==> src/rtl/reg_bank_ctrl.sv <==
// reg_bank_ctrl: fetch/decode/execute sequencer for the 8x8 register bank and its write-source mux.
// Define CTRL_SINGLE_STEP_EN to add the Step input and a PAUSE state between instructions.
module reg_bank_ctrl #(
    parameter int PC_W = 8
) (
    input  logic            Clk,
    input  logic            Rst,
    input  logic            Start,
`ifdef CTRL_SINGLE_STEP_EN
    input  logic            Step,
`endif
    output logic [PC_W-1:0] Pc,
    input  logic [15:0]     Instr,
    input  logic            In_valid,
    output logic            In_ready,
    input  logic            Flag_z,
    output logic [5:0]      B_sel,
    output logic            LE_sel,
    output logic [1:0]      Mux_sel,
    output logic [7:0]      Imm,
    output logic [2:0]      Alu_op,
    output logic            Busy,
    output logic            Halted
);

    typedef enum logic [2:0] {
        IDLE, FETCH, DECODE, EXEC, WAIT_IN, WB, HALT
`ifdef CTRL_SINGLE_STEP_EN
        , PAUSE
`endif
    } state_t;

`ifdef CTRL_SINGLE_STEP_EN
    localparam state_t NEXT = PAUSE;
`else
    localparam state_t NEXT = FETCH;
`endif

    state_t          state_q, state_d;
    logic [PC_W-1:0] pc_q, pc_d, pc_inc, target;
    logic [3:0]      op_q, op_d, op_in;
    logic [5:0]      b_sel_q, b_sel_d;
    logic [1:0]      mux_sel_q, mux_sel_d;
    logic [7:0]      imm_q, imm_d;
    logic [2:0]      alu_op_q, alu_op_d;
    logic            le_sel_q, le_sel_d;
    logic            in_ready_q, in_ready_d;
    logic            busy_q, busy_d;
    logic            halted_q, halted_d;
    logic            z_q, z_d;

    assign op_in  = Instr[15:12];
    assign pc_inc = pc_q + PC_W'(1);
    assign target = PC_W'(imm_q);

    always_comb begin
        state_d   = state_q;
        pc_d      = pc_q;
        op_d      = op_q;
        b_sel_d   = b_sel_q;
        mux_sel_d = mux_sel_q;
        imm_d     = imm_q;
        alu_op_d  = alu_op_q;
        z_d       = z_q;
        case (state_q)
            IDLE, HALT: begin
                if (Start) begin
                    state_d = FETCH;
                    pc_d    = '0;
                end
            end
            FETCH: state_d = DECODE;
            DECODE: begin
                op_d      = op_in;
                b_sel_d   = {Instr[8:6], Instr[11:9]};
                imm_d     = Instr[7:0];
                alu_op_d  = op_in[3] ? op_in[2:0] : 3'd0;
                mux_sel_d = op_in == 4'd1 ? 2'b01 :
                            op_in == 4'd2 ? 2'b11 :
                            op_in == 4'd4 ? 2'b10 : 2'b00;
                case (op_in)
                    4'd1, 4'd2: state_d = WB;
                    4'd4:       state_d = WAIT_IN;
                    4'd5, 4'd6: state_d = EXEC;
                    4'd7:       state_d = HALT;
                    4'd0, 4'd3: begin
                        state_d = NEXT;
                        pc_d    = pc_inc;
                    end
                    default:    state_d = EXEC;
                endcase
            end
            EXEC: begin
                if (op_q[3]) begin
                    state_d = WB;
                end else begin
                    // only JMP (5) and JZ (6) reach here besides ALU ops
                    state_d = NEXT;
                    pc_d    = (op_q == 4'd5 || z_q) ? target : pc_inc;
                end
            end
            WAIT_IN: state_d = In_valid ? WB : WAIT_IN;
            WB: begin
                state_d = NEXT;
                pc_d    = pc_inc;
                z_d     = op_q[3] ? Flag_z : z_q;
            end
`ifdef CTRL_SINGLE_STEP_EN
            PAUSE: state_d = Step ? FETCH : PAUSE;
`endif
            default: state_d = IDLE;
        endcase
        le_sel_d   = state_d == WB;
        in_ready_d = state_d == WAIT_IN;
        busy_d     = !(state_d == IDLE || state_d == HALT);
        halted_d   = state_d == HALT;
    end

    always_ff @(posedge Clk or negedge Rst) begin
        if (!Rst) begin
            state_q    <= IDLE;
            pc_q       <= '0;
            op_q       <= '0;
            b_sel_q    <= '0;
            mux_sel_q  <= '0;
            imm_q      <= '0;
            alu_op_q   <= '0;
            le_sel_q   <= 1'b0;
            in_ready_q <= 1'b0;
            busy_q     <= 1'b0;
            halted_q   <= 1'b0;
            z_q        <= 1'b0;
        end else begin
            state_q    <= state_d;
            pc_q       <= pc_d;
            op_q       <= op_d;
            b_sel_q    <= b_sel_d;
            mux_sel_q  <= mux_sel_d;
            imm_q      <= imm_d;
            alu_op_q   <= alu_op_d;
            le_sel_q   <= le_sel_d;
            in_ready_q <= in_ready_d;
            busy_q     <= busy_d;
            halted_q   <= halted_d;
            z_q        <= z_d;
        end
    end

    assign Pc       = pc_q;
    assign B_sel    = b_sel_q;
    assign LE_sel   = le_sel_q;
    assign Mux_sel  = mux_sel_q;
    assign Imm      = imm_q;
    assign Alu_op   = alu_op_q;
    assign In_ready = in_ready_q;
    assign Busy     = busy_q;
    assign Halted   = halted_q;

endmodule
==> config.mk <==
export PLATFORM = sky130hd
export DESIGN_NAME = reg_bank_ctrl
export DESIGN_NICKNAME = d
export VERILOG_FILES = /design/src/rtl/reg_bank_ctrl.sv
export SDC_FILE = /design/constraint.sdc
export NUM_CORES = 1
export LEC_CHECK = 0
export CORE_MARGIN = 2
export CORE_UTILIZATION = 53
export CTS_BUF_LIST = sky130_fd_sc_hd__clkbuf_2
export DETAILED_ROUTE_END_ITERATION = 7
export PLACE_DENSITY = 0.95
export SLEW_MARGIN = 20
export SYNTH_ARGS = -nofsm -noshare
export SYNTH_HDL_FRONTEND = slang
export SYNTH_SLANG_ARGS = --single-unit
==> constraint.sdc <==
create_clock -name Clk -period 4.3 [get_ports Clk]
set_input_delay 1.29 -clock Clk [delete_from_list [all_inputs] [get_ports Clk]]
set_output_delay 1.29 -clock Clk [all_outputs]
set_load 0.1 [all_outputs]
* Yosys cells after proc, flatten, opt, wreduce, memory -nomap -nowiden
Cells that the tools add are included.
** Cells by class
- $add $sub $neg :: 1
- Eq/ne operators :: 18
- Mux-type cells :: 14
- Reduce and logical (&&, ||, !) cells :: 12
** Operators by type and width (number)
- $mux W8 :: 4
- $pmux W8 S4 :: 1
- $eq A3 B3 Y1 const B :: 6
- $pmux W3 S6 :: 1
- $eq A4 B3 Y1 const B :: 3
- $pmux W3 S4 :: 1
- $mux W3 :: 3
- $add A8 B1 Y8 const B :: 1
- $eq A4 B2 Y1 const B :: 2
- $eq A3 B2 Y1 const B :: 2
- $logic_not A3 Y1 :: 2
- $mux W2 :: 3
- $ne A2 B2 Y1 const B :: 3
- $reduce_or A2 Y1 :: 3
- $eq A4 B1 Y1 const B :: 1
- $logic_not A4 Y1 :: 1
- $reduce_and A4 Y1 :: 1
- $reduce_bool A4 Y1 :: 1
- $eq A3 B1 Y1 const B :: 1
- $logic_or A1 B1 Y1 :: 2
- $reduce_and A2 Y1 :: 1
- $logic_not A1 Y1 :: 1
- $mux W1 :: 1
** Word-level totals
- Register bits :: 39
- Logic and storage cells :: 57

* Depth between registers and ports, before layout
- Depth in word-level cells :: 7
- Mapped depth :: 7
- Gate-level depth less buffers :: 6

* Least setup slack after synthesis
Ideal clock, no wire load.
- Path kind :: register to output
- From :: register, netlist name B_sel[4]
- To :: output Imm[7]
- Data arrival time :: 1.356 ns
- Required time :: 3.010 ns
- Setup slack :: 1.654 ns
- Stages on the path, launching flop included :: 2
- Buffers on the path :: 1
- Cell sequence :: dfrtp_1 buf_4
** RTL lines
- to (decl) :: line 20 : output logic [7:0] Imm,

* Final worst setup path
- From :: register pc_q[0] (netlist: Pc[0])
- To :: output Pc[0]
** RTL lines
- from (decl) :: line 40 : logic [PC_W-1:0] pc_q, pc_d, pc_inc, target;
- from (signal assigned) :: line 135 : pc_q <= pc_d;
- to (decl) :: line 12 : output logic [PC_W-1:0] Pc,
No word-level cell between the ends.

==> impl_metrics.py <==
metrics = {
    "status": {
        "run_status": "finished clean",
    },
    "job": {
        "drv_cap": 0,
    },
    "global_route": {
        "grt_max_degree": 38,
        "grt_pass1_wl_um": 6879,
        "grt_pass1_vias": 1534,
        "overflow": 0,
        "grt_usage": 0.2170,
        "antenna_found_initial": 0,
    },
    "logic_synthesis": {
        "synth_area_mm2": 0.001893,
        "seq_area_frac_synth": 0.4891,
        "avgSynthCellArea_um2": 9.145,
        "synth_ff_type": "dfrtp_1",
        "synth.distinct_cells": 48,
        "synth-edff-count": 0,
        "ys_ff_latch": 37,
        "synth-async-reset-ratio": 1.000,
        "synthCells": 207,
        "yosys_warnings": 0,
        "syn-num-nets": 229,
    },
    "die": {
        "die_w_um": 63.77,
        "io_pins": 52,
        "die-area_mm2": 0.004066,
        "coreArea_mm2": 0.003390,
        "row_count": 21,
        "dieHeight_um": 63.77,
        "start_util": 0.5585,
    },
    "worst_setup_path": {
        "r2r-start": "state_q[0]",
        "cpPeakStageDelay_ns": 1.18,
        "cp_top_family": "buffers and inverters",
        "rrSetupSlack_ns": 2.14,
        "crit_type": "flip-flop to output port",
        "start_kind": "flip-flop",
        "critical_path_required_ns": 3.01,
        "crit_path_cell_trace": "clkdlybuf4s50_1",
        "endpoint_kind": "output port",
        "worstReg2RegEnd": "Pc[2]",
        "slowest_stage": "clkdlybuf4s50_1",
        "reg2reg_depth": 5,
        "worstPathMaxFanout": 6,
        "arrival_ns": 2.04,
        "crit_buf_inv": 1,
    },
    "place": {
        "placedCellCount": 291,
        "numPortBuffers": 51,
        "dpl_worst_slack_ns": 1.134,
        "hpwl_um": 2893,
        "gp_congestion": 0.7886,
    },
    "min_path": {
        "min_path_cells": 2,
        "hp-start": "op_q[0]",
        "hold_end": "op_q[0]",
        "min_path_type": "flip-flop to flip-flop",
    },
    "final_layout": {
        "syn_to_final_growth_pct": 27.56,
        "nFillCells": 258,
        "drive_gt1_frac": 0.07143,
        "layout.nets": 274,
        "final_cells": 298,
        "antenna_cells": 0,
    },
    "timing": {
        "maxSlewHeadroom": 0.3420,
        "period_minus_slack_ns": 3.329,
        "maxSlewViolCount": 0,
        "skew_ns": 0.008237,
        "tightest_slew_ns": 0.9839,
        "grt_setup_unrepaired": "false",
        "setup_tns_ns": 0,
        "fin_crit_sh": 0.7741,
        "setup_slack_ns": 0.9714,
        "max_freq_ghz": 0.3004,
        "setup_viol": 0,
        "hold_viol": 0,
        "hold_slack_ns": 0.4930,
    },
    "route": {
        "totalWireLength_um": 3977,
        "vias_per_cell": 5.446,
        "route.detailed.drc": 0,
        "first_pass_iters": 4,
        "dr_total_vias": 1623,
        "drt-initial-drc-count": 95,
        "ant_nets": 0,
        "wl_per_cell_um": 13.35,
    },
    "clocking": {
        "cts_max_path_buffers": 2,
        "cts_sinks": 37,
        "cts_max_level": 2,
        "cts_resized": 0,
        "cts_tree": "done",
        "numCtsBuffers": 5,
        "clk_latency_ns": 0.38,
        "clk_pin_slew_ns": 0.17,
        "post-cts-setup-buffers": 0,
        "hold_buffers": 0,
        "cts-root-buf": "clkbuf_2",
    },
}
## area by class of cell
cell class / instances / area (µm²) / share of cell area
clock buffers: 6 / 30.03 / 0.01244
well taps: 46 / 57.56 / 0.02383
inverters: 5 / 18.77 / 0.007772
multi-input cells: 151 / 865.8 / 0.3585
flip-flops and latches: 37 / 925.9 / 0.3834
repair buffers: 52 / 513.0 / 0.2124
clock inverters: 1 / 3.754 / 0.001554
## stage by stage
| stage | cell area (µm²) | util |
|---|---|---|
| finish | 2415 | 0.7124 |
| global placement | 2381 | 0.7025 |
| detailed placement | 2381 | 0.7025 |
| global route | 2415 | 0.7124 |
| floorplan | 1893 | - |
| CTS | 2415 | 0.7124 |
## flip-flops by register name, indices dropped and copies added, names as in the netlist
| signal | count |
|---|---|
| Pc | 8 |
| B_sel | 6 |
| Imm | 6 |
| op_q | 4 |
| Alu_op | 3 |
| state_q | 3 |
| Mux_sel | 2 |
| Busy | 1 |
| Halted | 1 |
| In_ready | 1 |
| LE_sel | 1 |
| z_q | 1 |
## synth_stat cells, types with 4 or more instances
cell       n  area share
nand2_1   60        0.12
dfrtp_1   37        0.49
nand3_1   10       0.026
o21ai_0   10       0.026
nor2_1     8       0.016
nand2b_1   7       0.023
clkbuf_1   5      0.0099
inv_1      5      0.0099
a21oi_1    4       0.011
a22o_1     4       0.019
and3_1     4       0.013
o21ai_1    4       0.011
## routing by layer
layer  wire length, µm  global-route usage  share of wire  vias to the layer above
met4                76             0.08696          0.019                        0
met1              1760              0.2787           0.44                      766
met2              1931              0.3487           0.49                       57
li1                  -                   -              -                      792
met5                 0                   0              0                        -
met3               209             0.05986          0.053                        8
## cells by family after synthesis
logic type,count (synthesis),share of synthesized area
adder cells (fa/ha/maj),1,0.006608
multiplexers,1,0.005948
flip-flops,37,0.4891
buffers and inverters,19,0.05353
AO/OA/AOI/OAI,39,0.1527
AND/OR/NAND/NOR,107,0.2743
XOR/XNOR,3,0.01785
## layout by cell type (no fill, tap or decap), types with 2 or more instances in the layout
master            n
and3_1            4
nor2b_1           3
clkbuf_2          6
clkdlybuf4s50_1  50
a21oi_1           4
nand3_1          10
o32ai_1           3
dfrtp_1          37
nor4bb_1          2
o21ai_1           4
nand2b_1          7
inv_1             5
nand2_1          60
nor3_1            2
nor2_1            8
xnor2_1           2
o21ai_0          10
a2bb2oi_1         2
a22o_1            4
## worst max path at each step
stage / slack (ns) / endpoint / cells after the start / start
after floorplan: 1.65 / Imm[7] / 1 / B_sel[4]
after global placement: 1.20 / Pc[2] / 6 / Instr[12]
after detailed placement: 1.13 / Pc[2] / 6 / Instr[13]
after CTS: 0.94 / Pc[0] / 1 / Pc[0]
after global routing: 0.89 / Pc[0] / 1 / Pc[0]
final: 0.97 / Pc[0] / 1 / Pc[0]
Power is not shown: default switching activity piles up to over one toggle a cycle in this logic, so the estimate is an artifact.
==> RTL edit 1 (config.mk and constraints unchanged) <==
The option `CTRL_SINGLE_STEP_EN` is turned on by a define.
--- a/src/rtl/reg_bank_ctrl.sv
+++ b/src/rtl/reg_bank_ctrl.sv
@@ -1,5 +1,7 @@
 // reg_bank_ctrl: fetch/decode/execute sequencer for the 8x8 register bank and its write-source mux.
 // Define CTRL_SINGLE_STEP_EN to add the Step input and a PAUSE state between instructions.
+`define CTRL_SINGLE_STEP_EN
+
 module reg_bank_ctrl #(
     parameter int PC_W = 8
 ) (
Ports: changed (added Step); port bits go from 52 to 53. No check against the original RTL was run, so the function may have changed too.
==> RTL edit 1 against the unedited design <==
Register-to-register slack lost 150 ps. Clock skew grew 17 ps. Worst setup slack lost 54 ps. Area after synthesis shrank 1.2%. Wire length grew 3.3%. Synthesized cell count shrank 4.3%. Cell area grew 1.4%. Sequential cell count is the same. Largest cell class unchanged.
Power is left out: the tool's default activity adds up to more than one toggle a clock period on the data nets, which glitch-free logic cannot reach.
==> RTL edit 1: results (changes against the unedited design) <==
- IO buf count: 52 (+2.0%)
- NumNets Final: 270 (-1.5%)
- Initial DRC count: 46 (-52%)
- Total wire length: 4110 um (+3.3%)
- GR Layer Usage met1: 0.2798 (+0.001123)
- Multi-input gates: 143 (-5.3%)
- XOR/XNOR share of the synthesized area: 0.01405 (-0.003799)
- Signal buffers: 53 (+1.9%)
- Synth Area in Adders: 0.006689 (+0.00007958)
- Seq/Total Area, Yosys: 0.4950 (+0.005889)
- WP data arrival: 2090 ps (+50 ps)
- Layout Area Growth over Synthesis: 30.90%
- Clock latency on the worst-skew pair: 410 ps (+30 ps)
- Status: complete, no violations
- Count of non-CTS inverters in the layout: 7 (+2)
- Slew HR: 0.3248 (-0.01726)
- Gr usage total: 0.2167 (-0.0002857)
- Mux contribution to synthesized area: 0.01739 (+0.01144)
- Syn_area_per_cell: 9.447 um^2 (+3.3%)
- Dpl hpwl: 2983 um (+3.1%)
- First-pass GRT wire length: 6837 um (-0.61%)
- Post-DR wirelength/cell: 13.98 um (+4.8%)
- Layout Skew: 25.31 ps (+17.08 ps)
- Met2 global-route usage: 0.3408 (-0.007895)
- Layout cell share with drive strength beyond 1: 0.1129 (+0.04147)
- Crit path max fanout: 8 (+2)
- Wire length on met2: 2037 um (+5.5%)
- Number of global-route vias before repair: 1,526 (-0.52%)
- Post-Place Cells: 286 (-1.7%)
- Via density per instance: 5.520 (+1.4%)
- List of most frequent post-synthesis cells: nand2_1 (55), dfrtp_1 (37), nand3_1 (11)
- Routability cong.: 0.8106 (+2.8%)
- Synth area leaders: dfrtp_1 (49%), nand2_1 (11%), nand3_1 (2.9%), o21ai_0 (2.4%), a22o_2 (2.1%)
## RTL edit 1: cell types whose count changed in the layout (fill, tap and decap cells not counted), moves of 2 or more
| cell | unedited run | this run |
|---|---|---|
| or4_2 | 0 | 2 |
| nand2_1 | 60 | 55 |
| a22o_2 | 0 | 4 |
| and2b_1 | 0 | 2 |
| o21bai_1 | 0 | 2 |
| nor2_1 | 8 | 6 |
| a22o_1 | 4 | 1 |
| nor2b_1 | 3 | 1 |
| inv_1 | 5 | 7 |
| o21ai_1 | 4 | 1 |
| nand2b_1 | 7 | 3 |
| a21oi_1 | 4 | 6 |
## RTL edit 1: worst paths after layout
path	slack, ps	cells past startpoint	end	startpoint
worst max register to register	1990	5	Pc[6]	state_q[0]
min in group asynchronous	920	1	op_q[1]	Rst
worst max-delay path	920	1	Pc[2]	Pc[2]
worst min register to register	500	2	B_sel[0]	B_sel[0]
max in group asynchronous	2870	1	Mux_sel[0]	Rst
worst min-delay path	500	2	B_sel[0]	B_sel[0]
==> RTL edit 2 (same flow settings) <==
Made on the original files. Re-encode `state_t` (7 states) as Gray code, 3 bits wide.
--- a/src/rtl/reg_bank_ctrl.sv
+++ b/src/rtl/reg_bank_ctrl.sv
@@ -24,7 +24,7 @@
 );
 
     typedef enum logic [2:0] {
-        IDLE, FETCH, DECODE, EXEC, WAIT_IN, WB, HALT
+        IDLE = 3'b000, FETCH = 3'b001, DECODE = 3'b011, EXEC = 3'b010, WAIT_IN = 3'b110, WB = 3'b111, HALT = 3'b101
 `ifdef CTRL_SINGLE_STEP_EN
         , PAUSE
 `endif
Behaviour: no difference found for any inputs over 10 cycles, from zero or initial values and one cycle with Rst low; not proved beyond that.
==> RTL edit 2 against the unedited design <==
Register-to-register slack improved by 90 ps. First-iteration DRC count increased by 21%. Wire length increased by 5.3%. Worst setup slack got worse by 12 ps. Area after synthesis increased by 2.9%. Count of clock-buffer cells in the layout decreased by 1. Cell area increased by 2.4%. Highest routed layer unchanged. Sequential cell count unchanged. Critical endpoint is now B_sel[3].
Power is not shown: default switching activity piles up to over one toggle a cycle in this logic, so the estimate is an artifact.
==> RTL edit 2: results (changes against the unedited design) <==
- Hold_sp: Mux_sel[1]
- Final Hold Fails: 0 (unchanged)
- R2r setup slk: 2230 ps (+90 ps)
- Gr usage total: 0.2244 (+0.007380)
- Layout Area Growth over Synthesis: 26.91%
- First-pass GRT wire length: 7113 um (+3.4%)
- Post-synthesis register bit count: 37 (unchanged)
- Post-DR wirelength/cell: 14.95 um (+12%)
- Synth Net Count: 209 (-8.7%)
- Signal buffers: 52 (unchanged)
- Status: complete, no violations
- Setup WS pre-CTS: 1044 ps (-90.19 ps)
- R2r startpoint: state_q[1]
- CTS resizes: 0 (unchanged)
- Multi-input logic area: 882.1 um^2 (+1.9%)
- HP Class: flip-flop to flip-flop
- Clk cell area share: 0.01721 (+0.003217)
- Signal buffers share of area: 0.2075 (-0.004945)
- Max reg flops: 8 (unchanged)
- Yosys cell types: 50 (+4.2%)
- Initial DRC count: 115 (+21%)
- Critical R2R Capture: LE_sel
- Routability cong.: 0.8650 (+9.7%)
- Number of global-route vias before repair: 1,438 (-6.3%)
- Layout Skew: 6.431 ps (-1.806 ps)
- Dpl hpwl: 3043 um (+5.2%)
- Die area: 0.004176 mm^2 (+2.7%)
- Synth area leaders: dfrtp_1 (48%), mux2_2 (9.2%), nand2_1 (3.5%), a211oi_1 (2.7%), inv_1 (2.3%)
- Clock root cell: clkbuf_2
- Hold Path Depth: 2 (unchanged)
- End of the critical path: B_sel[3]
- Vias: 1,567 (-3.5%)
- Slowest cell on the critical path: clkdlybuf4s50_1
- Count of non-CTS inverters in the layout: 13 (+8)
- List of most frequent post-synthesis cells: dfrtp_1 (37), nand2_1 (18), mux2_2 (16)
- Crit path max fanout: 5 (-1)
- Endpoint, Worst Hold: Mux_sel[1]
- NumNets Final: 253 (-7.7%)
- FF/Latch Area: 925.9 um^2 (unchanged)
- Post-Place Cells: 272 (-6.5%)
- Longest Clk Path Bufs: 2 (unchanged)
- Fill count: 274 (+6.2%)
- Async SR Flop Fraction: 1.000 (unchanged)
- WP data arrival: 2050 ps
- Seq/Total Area, Yosys: 0.4753 (-0.01382)
- Hold WS: 509.9 ps (+16.96 ps)
- Yosys warning count: 0 (unchanged)
- IO buf count: 51 (unchanged)
- Remaining DRCs: 0 (unchanged)
- Worst-margin pin slew: 992.4 ps (+8.572 ps)
- Placed Area: 0.002430 mm^2 (+2.0%)
- Multi-input gates: 122 (-19%)
- Worst-case reg-to-reg path depth: 4 (-1)
- Crit share post-route: 0.7768 (+0.002745)
- Cells after Synth: 187 (-9.7%)
- Via density per instance: 5.596 (+2.8%)
- Crit path from: B_sel[3]
- Post-CTS Setup Inserts: 0 (unchanged)
- Num CTS Buffers: 5 (unchanged)
- Layout cell share with drive strength beyond 1: 0.1552 (+0.08374)
-- RTL edit 2: changes by cell type after synthesis, moves of 4 or more --
cell / change
a211oi_1: +6
buf_2: +4
inv_1: +7
mux2_2: +15
nand2_1: -42
nand2b_1: -6
nand3_1: -5
o21ai_1: -4
o22ai_1: +6
-- RTL edit 2: logic make-up (layout without fill, tap and decap cells) --
| group | after synthesis | count (layout) | share of synthesized area |
|---|---|---|---|
| buffers and inverters | 28 | 73 | 0.07193 |
| and+or+nand+nor | 53 | 53 | 0.1407 |
| muxes | 16 | 16 | 0.09248 |
| AOI/OAI and AO/OA | 49 | 49 | 0.1901 |
| DFF | 37 | 37 | 0.4753 |
| xor gates and xnor gates | 3 | 3 | 0.02312 |
| adders and majority gates | 1 | 1 | 0.006422 |
-- RTL edit 2: routing by layer --
layer / vias to the layer above / GRT usage / wire, um
li1: 763 / - / -
met1: 726 / 0.3116 / 1862
met2: 68 / 0.3281 / 1912
met3: 10 / 0.05903 / 302
met4: 0 / 0.1064 / 108
met5: - / 0 / 0
